===== config.mk =====
export PLATFORM = sky130hd
export DESIGN_NAME = fifo_thresh
export DESIGN_NICKNAME = d
export VERILOG_FILES = /design/src/rtl/fifo_thresh.sv
export SDC_FILE = /design/constraint.sdc
export NUM_CORES = 1
export LEC_CHECK = 0
export CORE_UTILIZATION = 64
export CTS_CLUSTER_DIAMETER = 150
export DETAILED_ROUTE_END_ITERATION = 16
export GPL_ROUTABILITY_DRIVEN = 0
export PLACE_DENSITY = 0.83
export SLEW_MARGIN = 20
export SYNTH_ARGS = -nofsm -noshare
export SYNTH_HDL_FRONTEND = slang
export SYNTH_SLANG_ARGS = --single-unit

===== constraint.sdc =====
create_clock -name clk -period 3.6 [get_ports clk]
set_input_delay 0.54 -clock clk [delete_from_list [all_inputs] [get_ports clk]]
set_output_delay 0.54 -clock clk [all_outputs]
set_load 0.005 [all_outputs]

===== src/rtl/fifo_thresh.sv =====
// fifo_thresh: single-clock FIFO with programmable almost-full/almost-empty
// thresholds, occupancy count, sticky error flags and optional FWFT read port.
//
// Ports:
//   clk, rst          rising-edge clock, synchronous active-high reset
//   wr_en, wr_data    write request and word
//   rd_en             read request (pop of the shown word in FWFT mode)
//   rd_data, rd_valid read word and its valid qualifier
//   full, empty       count == data_depth / count == 0
//   almost_full       count >= afull_thresh
//   almost_empty      count <= aempty_thresh
//   count             occupancy, 0..data_depth
//   overflow          sticky: write request that was rejected
//   underflow         sticky: read request that was rejected
//   clr_err           clears overflow/underflow (a same-cycle set wins)
module fifo_thresh #(
    parameter int data_width    = 10,
    parameter int addr_width    = 4,
    parameter int data_depth    = 16,
    parameter int afull_thresh  = 12,
    parameter int aempty_thresh = 2,
    parameter int fwft          = 0
) (
    input  logic                  clk,
    input  logic                  rst,
    input  logic                  wr_en,
    input  logic [data_width-1:0] wr_data,
    input  logic                  rd_en,
    output logic [data_width-1:0] rd_data,
    output logic                  rd_valid,
    output logic                  full,
    output logic                  empty,
    output logic                  almost_full,
    output logic                  almost_empty,
    output logic [addr_width:0]   count,
    output logic                  overflow,
    output logic                  underflow,
    input  logic                  clr_err
);

    if (data_depth != 2 ** addr_width) begin : g_bad_depth
        $error("fifo_thresh: data_depth must equal 2**addr_width");
    end
    if (afull_thresh < 1 || afull_thresh > data_depth) begin : g_bad_afull
        $error("fifo_thresh: afull_thresh out of range");
    end
    if (aempty_thresh < 0 || aempty_thresh > data_depth - 1) begin : g_bad_aempty
        $error("fifo_thresh: aempty_thresh out of range");
    end

    localparam logic [addr_width:0] depth_c  = (addr_width + 1)'(data_depth);
    localparam logic [addr_width:0] afull_c  = (addr_width + 1)'(afull_thresh);
    localparam logic [addr_width:0] aempty_c = (addr_width + 1)'(aempty_thresh);

    logic [data_width-1:0] mem [data_depth];
    logic [addr_width-1:0] wr_ptr;
    logic [addr_width-1:0] rd_ptr;
    logic [addr_width:0]   count_next;
    logic                  rd_acc;
    logic                  wr_acc;

    // A full FIFO still takes a write when a read frees a slot the same cycle.
    assign rd_acc = rd_en & ~empty;
    assign wr_acc = wr_en & (~full | rd_acc);

    always_comb begin
        count_next = count;
        if (wr_acc && !rd_acc) begin
            count_next = count + 1'b1;
        end else if (rd_acc && !wr_acc) begin
            count_next = count - 1'b1;
        end
    end

    // Storage is not reset; requests in the reset cycle are ignored.
    always_ff @(posedge clk) begin
        if (!rst && wr_acc) begin
            mem[wr_ptr] <= wr_data;
        end
    end

    // Status flags decode next-count so they line up with count.
    always_ff @(posedge clk) begin
        if (rst) begin
            wr_ptr       <= '0;
            rd_ptr       <= '0;
            count        <= '0;
            empty        <= 1'b1;
            full         <= 1'b0;
            almost_empty <= 1'b1;
            almost_full  <= 1'b0;
            overflow     <= 1'b0;
            underflow    <= 1'b0;
        end else begin
            if (wr_acc) begin
                wr_ptr <= wr_ptr + 1'b1;
            end
            if (rd_acc) begin
                rd_ptr <= rd_ptr + 1'b1;
            end
            count        <= count_next;
            empty        <= (count_next == '0);
            full         <= (count_next == depth_c);
            almost_empty <= (count_next <= aempty_c);
            almost_full  <= (count_next >= afull_c);
            overflow     <= (overflow & ~clr_err) | (wr_en & ~wr_acc);
            underflow    <= (underflow & ~clr_err) | (rd_en & ~rd_acc);
        end
    end

    if (fwft != 0) begin : g_fwft
        // Head word is always presented; rd_en acknowledges it.
        assign rd_data  = mem[rd_ptr];
        assign rd_valid = ~empty;
    end else begin : g_std
        always_ff @(posedge clk) begin
            if (rst) begin
                rd_data  <= '0;
                rd_valid <= 1'b0;
            end else if (rd_acc) begin
                rd_data  <= mem[rd_ptr];
                rd_valid <= 1'b1;
            end else begin
                rd_valid <= 1'b0;
            end
        end
    end

endmodule


==> metrics.md <==
| Metric | Value |
|---|---|
| Detailed placement HPWL | `9.17 mm` |
| Total I/O pin count | `37` |
| Vias | `4054` |
| Aggregate negative setup slack | `0 ps` |
| Average routed wire per standard cell | `24.7 um` |
| Net count of the mapped netlist | `438` |
| Post-Syn Area per Cell | `17.9 um^2` |
| Clock input transition at the sequential cells of the worst setup and hold paths | `60 ps` |
| # nets final | `491` |
| Antenna Diode Count | `0` |
| Sequential cell area fraction in the yosys report | `72.7%` |
| Kind of path behind the tightest hold check | `flop to flop` |
| Largest area contributor in the synthesized netlist | `edfxtp_1` |
| Mapped Cells | `416` |
| Fraction of layout cells with a size suffix above 1 | `18.0%` |
| Startpoint-to-endpoint class of the critical path | `flop to flop` |
| DR vias/cell | `6.49` |
| Critical path endpoint category | `flop` |
| Final Instance Area | `0.00861 mm^2` |
| Total die area | `0.0121 mm^2` |
| Number of buffers added to fix hold violations after cts | `0` |
| Worst endpoint required time | `3910 ps` |
| Max Cap Violations | `0` |
| Post-CTS resize count | `0` |
| Maximum fanout along the worst path | `25` |
| Antenna violations before repair | `0` |
| Overall Power | `5.06 mW` |
| Aggregate global routing overflow | `0` |
| Post-detailed-routing wire length | `15.4 mm` |
| Fraction of post-synthesis cell area in the top cell type by area | `64.6%` |
| Final Hold Fails | `0` |
| Final number of max-transition violations | `0` |
| Maximum vdd drop | `408 uV` |
| Headroom to the max-slew limit | `40.7%` |
| Setup slack after layout | `1210 ps` |
| Main synth FF type | `edfxtp_1` |
| Layout overhead on the synthesized area | `15.8%` |
| Min Clock Period, post-route | `2390 ps` |
| Count of input and output buffers | `36` |
| Maximum number of pins on one net before global-route repair | `31` |
| Remaining antenna violation count | `0` |
| Number of rows created at floorplan | `39` |
| Reported leakage power | `2.80 nW` |
| Number of unique standard cell types used by synthesis | `38` |
| Total CTS buffers | `17` |
| Final routed DRC violation total | `0` |
| Setup-failing EPs final | `0` |
| H-tree Lvls | `4` |
| Crit start category | `flop` |
| CTS Buffer Depth | `2` |
| Vertical die dimension | `110 um` |
| CTS tree | `yes` |
| Final period utilization | `66.3%` |
| Flops & latches, synth | `190` |
| Core footprint | `0.0114 mm^2` |
| Number of global-route vias before repair | `3852` |
| CTS Root Cell | `clkbuf_16` |
| Warnings, synthesis | `0` |
| Number of detailed-route iterations in the first pass | `5` |
| Share of synthesized registers carrying an async set or reset | `0%` |
| Setup repair after global routing missed its margin | `false` |
| Initial Util | `65.4%` |
| Status | `finished, final reports clean` |
| GRT Resource Usage Total | `28.1%` |
| Count of flip-flops with a built-in enable after synthesis | `160` |
| Worst setup slack after placement | `972 ps` |
| Transition time at the pin with the least slew margin | `888 ps` |
| Timing-limited maximum frequency | `0.419 GHz` |
| Clock tree skew after final layout | `6.80 ps` |
| Wire length of the first global-routing pass | `22.9 mm` |
| Die Span X | `110 um` |
| Pwr per Cell Area | `588 mW/mm^2` |
| Critical path data arrival time | `2700 ps` |
| Post-synthesis instance area | `0.00744 mm^2` |
| Number of DRC markers in iteration 0 | `586` |
| Placed cell area | `0.00802 mm^2` |
| Number of sinks handled by clock tree synthesis | `190` |
| Most area-consuming cells after synthesis | `edfxtp_1 65%, mux4_2 9.4%, dfxtp_1 8.1%, mux4_1 3.2%, a22oi_1 2.1%` |
| Clock insertion delay at the later pin of the skew report | `430 ps` |
| Number of setup buffers added after CTS | `0` |
-- power breakdown --
| part | internal, mW | total (mW) | switching [mW] |
|---|---|---|---|
| Sequential | 2.45 | 2.54 | 0.0902 |
| Clock | 1.09 | 1.88 | 0.794 |
| Combinational | 0.338 | 0.644 | 0.306 |
| Total | 3.87 | 5.06 | 1.19 |
-- cell type report --
| class | instances | area, um^2 |
|---|---|---|
| Clock inverter | 15 | 170 |
| Timing Repair Buffer | 56 | 523 |
| Clock buffer | 17 | 425 |
| Inverter | 7 | 26.3 |
| Tap cell | 143 | 179 |
| Fill cell | 619 | 2760 |
| Multi-Input combinational cell | 197 | 1880 |
| Sequential cell | 190 | 5410 |
-- final timing paths --
kind / depth (start not counted) / to / from / slack [ps]
max: 6 / rd_data[1] / rd_ptr[0] / 1210
min: 2 / rd_data[4] / rd_data[4] / 490
max reg2reg: 6 / rd_data[1] / rd_ptr[0] / 1210
min reg2reg: 2 / rd_data[4] / rd_data[4] / 490
-- flip-flops by register name, indices dropped and copies added, names as in the netlist --
register / flops
count: 5
mem: 160
empty: 1
rd_valid: 1
wr_ptr: 4
almost_full: 1
overflow: 1
almost_empty: 1
rd_ptr: 4
full: 1
underflow: 1
rd_data: 10
-- cells in the mapped netlist (4+ instances only) --
cell        n
inv_1       7
nor2_1     42
buf_1       4
mux4_2     31
buf_6       5
nor3_1      6
a22oi_1    21
edfxtp_1  160
nand2b_1    4
dfxtp_1    30
nand2_1    13
buf_2       6
clkbuf_1    7
xor2_1      5
mux4_1      9
a21oi_1    25
xnor2_1     5
ha_1        7
-- worst max-delay path: stages, from the launching register on --
cell	delay, ps
dfxtp_2	780
buf_12	310
mux4_2	520
a22oi_1	290
a21oi_1	170
a21oi_1	140
nor2_1	50
-- cells by family after synthesis --
| kind of cell | after synthesis | synth area share, % |
|---|---|---|
| compound gates | 59 | 5.32 |
| simple gates | 81 | 5.03 |
| buf+inv | 29 | 2.07 |
| mux | 40 | 12.6 |
| fa+ha+maj | 7 | 1.18 |
| flops | 190 | 72.7 |
| xor+xnor | 10 | 1.18 |
-- metrics by stage --
step	hold slack (ps)	std cells	utilization, %
3_5_place_dp	477	593	70.5
4_1_cts	493	625	75.7
2_1_floorplan	471	416	-
6_report	490	625	75.7
3_3_place_gp	464	593	70.5
5_1_grt	505	625	75.7
-- placed cells by master, fill, tap and decap left out, types with 6 or more instances in the layout --
master and count:
nand2_1 13, dfxtp_1 28, a21oi_1 25, inv_1 7, buf_4 19, mux4_2 31
nor3_1 6, nor2_1 42, ha_1 7, edfxtp_1 160, clkdlybuf4s50_1 36, a22oi_1 21
clkbuf_16 17, mux4_1 9
-- per-layer routing --
metal  up-vias  global-route usage, %  share of wire [%]
li1       1759                      -                  -
met1      2039                   40.6                 41
met2       234                   42.4                 49
met3        22                   6.28                8.2
met4         0                   11.0                1.8
met5         -                      0                  0
No activity file was read; power rests on OpenSTA's default activity.
